<file path="config.mk">
export PLATFORM = sky130hd
export DESIGN_NAME = hazard_flush_controller
export DESIGN_NICKNAME = d
export VERILOG_FILES = /design/src/rtl/hazard_flush_controller.sv
export SDC_FILE = /design/constraint.sdc
export NUM_CORES = 1
export LEC_CHECK = 0
export CORE_MARGIN = 2
export CORE_UTILIZATION = 27
export DETAILED_ROUTE_END_ITERATION = 10
export GPL_ROUTABILITY_DRIVEN = 0
export PLACE_DENSITY = 0.81
export SETUP_SLACK_MARGIN = 0.5
export SYNTH_ARGS = -nofsm -noshare
export SYNTH_HDL_FRONTEND = slang
export SYNTH_SLANG_ARGS = --single-unit
export TNS_END_PERCENT = 20
</file>
<file path="constraint.sdc">
create_clock -name clk -period 1.5 [get_ports clk]
set_clock_uncertainty 0.15 [all_clocks]
set_input_delay 0.15 -clock clk [delete_from_list [all_inputs] [get_ports clk]]
set_output_delay 0.15 -clock clk [all_outputs]
set_load 0.02 [all_outputs]
</file>
<file path="src/rtl/hazard_flush_controller.sv">
// Stall / freeze / flush sequencer for the five-stage MIPS pipeline.
// Optional perf counters are enabled by defining HAZARD_PERF_COUNTERS_EN.
module hazard_flush_controller #(
    parameter int LOAD_USE_BUBBLES = 1,
    parameter int CNT_WIDTH        = 32
) (
    input  logic                 clk,
    input  logic                 reset,
    input  logic [4:0]           id_rs_i,
    input  logic [4:0]           id_rt_i,
    input  logic                 id_uses_rt_i,
    input  logic                 ex_mem_read_i,
    input  logic [4:0]           ex_write_register_i,
    input  logic                 redirect_i,
    input  logic                 mem_busy_i,
    output logic                 pc_enable_o,
    output logic                 ifid_enable_o,
    output logic                 ifid_flush_o,
    output logic                 idex_enable_o,
    output logic                 idex_flush_o,
    output logic                 pipe_enable_o,
    output logic                 stall_o,
    output logic [CNT_WIDTH-1:0] stall_cycles_o,
    output logic [CNT_WIDTH-1:0] flush_events_o,
    output logic [CNT_WIDTH-1:0] freeze_cycles_o
);

    typedef enum logic [1:0] {
        RUN      = 2'd0,
        LU_STALL = 2'd1,
        FREEZE   = 2'd2
    } state_t;

    localparam logic [2:0] BUBBLES_M1 = 3'(LOAD_USE_BUBBLES - 1);

    state_t     state_reg, state_next;
    state_t     ret_state_reg, ret_state_next;
    state_t     eff_state;
    logic [2:0] bubble_cnt_reg, bubble_cnt_next;
    logic       load_use;
    logic       lu_active;

    assign load_use = ex_mem_read_i && (ex_write_register_i != 5'd0) &&
                      ((ex_write_register_i == id_rs_i) ||
                       (id_uses_rt_i && (ex_write_register_i == id_rt_i)));

    // Leaving FREEZE behaves exactly like the state that was interrupted.
    assign eff_state = (state_reg == FREEZE) ? ret_state_reg : state_reg;
    assign lu_active = (eff_state == LU_STALL) || ((eff_state == RUN) && load_use);

    always_ff @(posedge clk or posedge reset) begin
        if (reset) begin
            state_reg      <= RUN;
            ret_state_reg  <= RUN;
            bubble_cnt_reg <= 3'd0;
        end else begin
            state_reg      <= state_next;
            ret_state_reg  <= ret_state_next;
            bubble_cnt_reg <= bubble_cnt_next;
        end
    end

    always_comb begin
        state_next      = RUN;
        ret_state_next  = ret_state_reg;
        bubble_cnt_next = bubble_cnt_reg;
        if (mem_busy_i) begin
            state_next = FREEZE;
            if (state_reg != FREEZE) begin
                ret_state_next = state_reg;
            end
        end else if (redirect_i) begin
            state_next      = RUN;
            ret_state_next  = RUN;
            bubble_cnt_next = 3'd0;
        end else if (eff_state == LU_STALL) begin
            bubble_cnt_next = bubble_cnt_reg - 3'd1;
            state_next      = (bubble_cnt_reg == 3'd1) ? RUN : LU_STALL;
        end else if (load_use && (LOAD_USE_BUBBLES > 1)) begin
            state_next      = LU_STALL;
            bubble_cnt_next = BUBBLES_M1;
        end
    end

    always_comb begin
        pc_enable_o   = 1'b1;
        ifid_enable_o = 1'b1;
        ifid_flush_o  = 1'b0;
        idex_enable_o = 1'b1;
        idex_flush_o  = 1'b0;
        pipe_enable_o = 1'b1;
        stall_o       = 1'b0;
        if (!reset) begin
            if (mem_busy_i) begin
                pc_enable_o   = 1'b0;
                ifid_enable_o = 1'b0;
                idex_enable_o = 1'b0;
                pipe_enable_o = 1'b0;
                stall_o       = 1'b1;
            end else if (redirect_i) begin
                ifid_flush_o = 1'b1;
                idex_flush_o = 1'b1;
            end else if (lu_active) begin
                // Hold PC and IF/ID; ID/EX loads a bubble via its flush.
                pc_enable_o   = 1'b0;
                ifid_enable_o = 1'b0;
                idex_flush_o  = 1'b1;
                stall_o       = 1'b1;
            end
        end
    end

`ifdef HAZARD_PERF_COUNTERS_EN
    logic [CNT_WIDTH-1:0] stall_cycles_reg, flush_events_reg, freeze_cycles_reg;

    always_ff @(posedge clk or posedge reset) begin
        if (reset) begin
            stall_cycles_reg  <= '0;
            flush_events_reg  <= '0;
            freeze_cycles_reg <= '0;
        end else begin
            if (stall_o && !mem_busy_i && (stall_cycles_reg != '1)) begin
                stall_cycles_reg <= stall_cycles_reg + CNT_WIDTH'(1);
            end
            if (redirect_i && !mem_busy_i && (flush_events_reg != '1)) begin
                flush_events_reg <= flush_events_reg + CNT_WIDTH'(1);
            end
            if (mem_busy_i && (freeze_cycles_reg != '1)) begin
                freeze_cycles_reg <= freeze_cycles_reg + CNT_WIDTH'(1);
            end
        end
    end

    assign stall_cycles_o  = stall_cycles_reg;
    assign flush_events_o  = flush_events_reg;
    assign freeze_cycles_o = freeze_cycles_reg;
`else
    assign stall_cycles_o  = '0;
    assign flush_events_o  = '0;
    assign freeze_cycles_o = '0;
`endif

endmodule

</file>
=== Word-level counts from Yosys, hierarchy flattened ===
Cells that the tools add are included.

* Register bits after elaboration: 7
* Input port bits: 21
* Output and inout port bits: 103

* $add $sub $neg: 1
* Equality and inequality tests: 7
* Mux-type cells: 26
* Bitwise gates (word level): 1
* Reduce and logical (&&, ||, !) cells: 12

{| class="wikitable"
|+ Operators by type and width
! kind !! number
|-
| $mux 1 || 19
|-
| $eq 5x5->1 || 2
|-
| $mux 2 || 5
|-
| $mux 3 || 2
|-
| $reduce_bool 5->1 || 1
|-
| $logic_and 1x1->1 || 4
|-
| $reduce_and 2->1 || 2
|-
| $reduce_bool 2->1 || 2
|-
| $eq 3x1->1 const B || 1
|-
| $sub 3x1->3 const B || 1
|-
| $eq 2x1->1 const B || 1
|-
| $eq 2x2->1 const B || 1
|-
| $logic_not 2->1 || 1
|-
| $logic_or 1x1->1 || 2
|-
| $ne 2x1->1 const B || 1
|-
| $ne 2x2->1 const B || 1
|-
| $not 1->1 || 1
|}

=== Logic depth before layout (Yosys ltp) ===
Gate-level depths: netlist of the first run.

* Depth after elaboration: 10
* Gate-level depth with buffers: 5
* Gate-level depth less buffers: 5

=== Worst setup path before layout of the first run ===
OpenSTA, ideal clock, no wires.

* Path type: register to output
* Start point: register state_reg[1]
* End point: output pc_enable_o
* Arrival: 1.480 ns
* Setup slack: -0.280 ns
* Cell stages (with the launch flop): 6
* Path buffers: 1
* Cells stage by stage: dfrtp_1 > and4bb_1 > or2_1 > a21boi_0 > o21a_1 > buf_4

* Cells in the longest elaborated chain, start to end: 9
* Elaborated cells on any way between the ends: 10
* Classes of those cells: 2 x eq/ne; 5 x mux; 3 x reduce/logical

{| class="wikitable"
|+ Ends and longest elaborated chain
! what !! RTL line !! RTL
|-
| start, declared || 36 || <nowiki>state_t state_reg, state_next;</nowiki>
|-
| start signal, assigned || 57 || <nowiki>state_reg <= state_next;</nowiki>
|-
| $eq 2x2->1 || 48 || <nowiki>assign eff_state = (state_reg == FREEZE) ? ret_state_reg : state_reg;</nowiki>
|-
| $mux 2 * || 48 ||
|-
| $logic_not 2->1 || 49 || <nowiki>assign lu_active = (eff_state == LU_STALL) || ((eff_state == RUN) && load_use);</nowiki>
|-
| $logic_and 1x1->1 || 49 ||
|-
| $logic_or 1x1->1 * || 49 ||
|-
| $mux 1 * (4 in a row) || - ||
|-
| end, declared || 16 || <nowiki>output logic pc_enable_o,</nowiki>
|}

Mark *: on every way between the ends. The rest lies on a longest branch, timed or not.

=== Final worst setup path of the first run ===
* Start point: register state_reg[0]
* End point: output pc_enable_o

* Cells in the longest elaborated chain, start to end: 9
* Elaborated cells on any way between the ends: 10
* Classes of those cells: 2 x eq/ne; 5 x mux; 3 x reduce/logical

{| class="wikitable"
|+ Ends and longest elaborated chain
! what !! RTL line !! RTL
|-
| $eq 2x2->1 || 48 ||
|-
| $mux 2 * || 48 ||
|-
| $logic_not 2->1 || 49 ||
|-
| $logic_and 1x1->1 || 49 ||
|-
| $logic_or 1x1->1 * || 49 ||
|-
| $mux 1 * || 103 || <nowiki>end else if (lu_active) begin</nowiki>
|-
| $mux 1 * || 100 || <nowiki>end else if (redirect_i) begin</nowiki>
|-
| $mux 1 * || 94 || <nowiki>if (mem_busy_i) begin</nowiki>
|-
| $mux 1 * || 93 || <nowiki>if (!reset) begin</nowiki>
|}

Marks and branches as above.

==> flow_metrics.py, run 1 <==
metrics = {
    "sta": {
        "fin_crit_ns": 1.895,
        "tns_ns": -1.654,
        "layout_setup_ws_ns": -0.3950,
        "finalSetupViolCount": 6,
        "worst_hold_slack_ns": 0.2703,
        "fmax_mhz": 527.7,
        "fin_crit_sh_pct": 126.3,
        "rsz0062_at_grt": "yes",
        "finalMaxSlewViolations": 0,
        "finalHoldViolCount": 0,
    },
    "critical_path": {
        "cp.required_ns": 1.20,
        "start_kind": "flop",
        "cp_num_buf_inv": 1,
        "endpoint_kind": "primary output",
        "path_cells": "o21ai_2, o211ai_2, or3_4, o21a_4, buf_6",
        "path_class": "reg -> out",
        "cp.arrival_ns": 1.60,
        "critPathMaxStageDelay_ns": 0.41,
        "r2r_setup_slack_ns": -0.08,
        "critPathMaxFanout": 5,
        "worst_path_max_delay_cell": "dfrtp_1",
        "crit_family": "compound AO/OA/AOI/OAI gates",
    },
    "placement": {
        "pre_cts_slack_ns": -1.074,
        "port_buffers": 27,
        "dpl_cell_area_um2": 1338,
        "dp_hpwl_um": 1896,
    },
    "power": {
        "p_per_area_nw_per_um2": 641.0,
        "p_leak_nw": 0.8006,
        "peakVddDrop_uv": 181.0,
        "p_total_w": 0.0009287,
    },
    "detailed_routing": {
        "detail-route-antenna-nets": 0,
        "wl_per_cell_um": 8.626,
        "dr.pass1.iters": 3,
        "num_vias": 864,
        "drtIter0Drc": 17,
        "wirelength_um": 2217,
        "drc": 0,
        "via_per_inst": 3.362,
    },
    "hold_path": {
        "min_path_type": "in -> reg",
    },
    "die": {
        "start_util_pct": 28.60,
        "num_rows": 24,
        "die_y_um": 72.62,
        "core_um2": 4444,
        "io_pins": 124,
        "dieArea_um2": 5273,
        "fp.dieW_um": 72.62,
    },
    "cts": {
        "path_clk_slew_ns": 0.04,
        "cts_sinks": 7,
        "insertion_delay_ns": 0.22,
        "cts-root-buf": "clkbuf_8",
        "cts_made_buffers": 3,
        "cts_htree_levels": 1,
        "tritoncts": "done",
        "clockBufferDepth": 2,
    },
    "logic_synthesis": {
        "yosys.cell_types.count": 28,
        "avgSynthCellArea_um2": 7.945,
        "synth-async-reset-ratio_pct": 100.0,
        "syn_area_um2": 1271,
        "ys_ff_latch": 7,
        "ys_warn_count": 0,
        "synth_seq_area_share_pct": 13.78,
        "syn_inst": 160,
        "synth-edff-count": 0,
        "ys.flop_type": "dfrtp_1",
    },
    "final_layout": {
        "drive_gt1_share_pct": 18.05,
        "antenna-diode-count": 0,
        "syn_to_final_growth_pct": 13.98,
        "layout.nets": 229,
        "largest_reg_flops": 3,
        "final_design_area_no_fill_um2": 1449,
    },
    "grt": {
        "grt-ovfl-total": 0,
        "grt_max_degree": 11,
        "track_usage_pct": 7.135,
        "first_global_vias": 656,
        "grt_pass1_wl_um": 2870,
        "antenna_found_initial": 0,
    },
    "outcome": {
        "status": "complete, but fails checks",
        "violations": "negative setup slack",
    },
    "flow_run": {
        "maxCapViolCount": 0,
    },
}
[placed cells by master (no fill, tap or decap)]
master	instances
a21oi_1	5
dlymetal6s2s_1	1
nor2b_1	1
dfrtp_1	7
or3_1	1
a32oi_1	1
clkdlybuf4s15_1	1
o21ai_1	1
conb_1	96
o21a_4	1
o32ai_4	1
ha_1	2
buf_4	16
nand2_1	3
nor4_1	1
xnor2_1	1
buf_2	2
a21boi_2	1
o21ai_0	4
buf_6	6
o211ai_2	1
or2_1	1
or3_4	1
nor3_1	1
and4bb_1	1
xor2_1	9
o21ai_2	2
o22ai_1	1
clkbuf_1	1
nor2_1	3
nor3_2	2
dlygate4sd2_1	10
or4_4	1
clkdlybuf4s50_1	8
a21o_1	1
clkbuf_8	3
a32o_1	1
dlygate4sd3_1	1
inv_1	5
[synthesized netlist by cell type (2+ instances only)]
| master | instances | area share (%) |
|---|---|---|
| nor3_1 | 3 | 1.2 |
| dfrtp_1 | 7 | 14 |
| nor2_1 | 3 | 0.89 |
| o21ai_0 | 5 | 2.0 |
| xor2_1 | 9 | 6.2 |
| ha_1 | 2 | 2.0 |
| or3_1 | 2 | 0.98 |
| inv_1 | 5 | 1.5 |
| buf_4 | 98 | 58 |
| nand2_1 | 3 | 0.89 |
| o21ai_1 | 2 | 0.79 |
| a21oi_1 | 5 | 2.0 |
[per-layer routing]
layer,share of wire [%],global-route usage (%)
met1,31,6.801
met4,1.3,3.704
met5,0,0
met3,14,2.624
met2,54,13.23
[timing repair]
item,in CTS,in global routing
pin swaps,7,5
hold buffers,1,0
endpoints found under the setup margin,13,13
hold endpoints to repair,7,0
buffers inserted,1,1
gates resized for setup,61,2
[final timing paths]
kind / startpoint / to / cells past startpoint
max in group asynchronous: reset / ret_state_reg[0] / 4
hold reg to reg: bubble_cnt_reg[0] / bubble_cnt_reg[0] / 1
hold / removal: redirect_i / bubble_cnt_reg[2] / 5
setup / recovery: state_reg[0] / pc_enable_o / 5
min in group asynchronous: reset / bubble_cnt_reg[0] / 4
setup reg to reg: state_reg[0] / bubble_cnt_reg[1] / 6
[worst min-delay path, stage by stage]
cell and delay [ns]:
dlymetal6s2s_1 0.13, buf_6 0.13, nor2_1 0.06, nand2_1 0.06
o22ai_1 0.07
[area by class of cell]
class                           count  area, um^2
Inverter                            5       18.77
Clock buffer                        4       45.04
Fill cell                         479        2995
Sequential cell                     7       175.2
Timing Repair Buffer               45       397.9
Tap cell                           52       65.06
Multi-Input combinational cell    144       747.0
[logic make-up (layout without fill, tap and decap cells)]
logic type / after synthesis / in the layout / synth area share (%)
DFF: 7 / 7 / 13.78
other: 1 / 96 / 0.2950
xor gates and xnor gates: 10 / 10 / 6.890
adders and majority gates: 2 / 2 / 1.968
AOI/OAI and AO/OA: 20 / 20 / 10.14
buffers and inverters: 104 / 54 / 59.65
and+or+nand+nor: 16 / 16 / 7.284
[report_power, final]
group          internal [W]  total (W)  switching [W]
sequential         0.000205   0.000214     0.00000874
clock              0.000183   0.000256      0.0000729
combinational      0.000135   0.000459       0.000324
[stage by stage]
step	instances	utilization (%)
floorplan	255	-
global placement	250	30.10
detailed placement	250	30.10
CTS	256	32.29
global route	257	32.60
finish	257	32.60
Note: power is estimated with default switching activity, not from simulation.
==> run 2, diff against run 1 <==
- MAX_ROUTING_LAYER: unset -> met4
- SLEW_MARGIN: unset -> 20
==> results of run 2 <==
Same layout as run 1: the final DEF is identical, and so are final timing and power.
Main changes from that run: overall routing resource usage 7.135% -> 7.343%
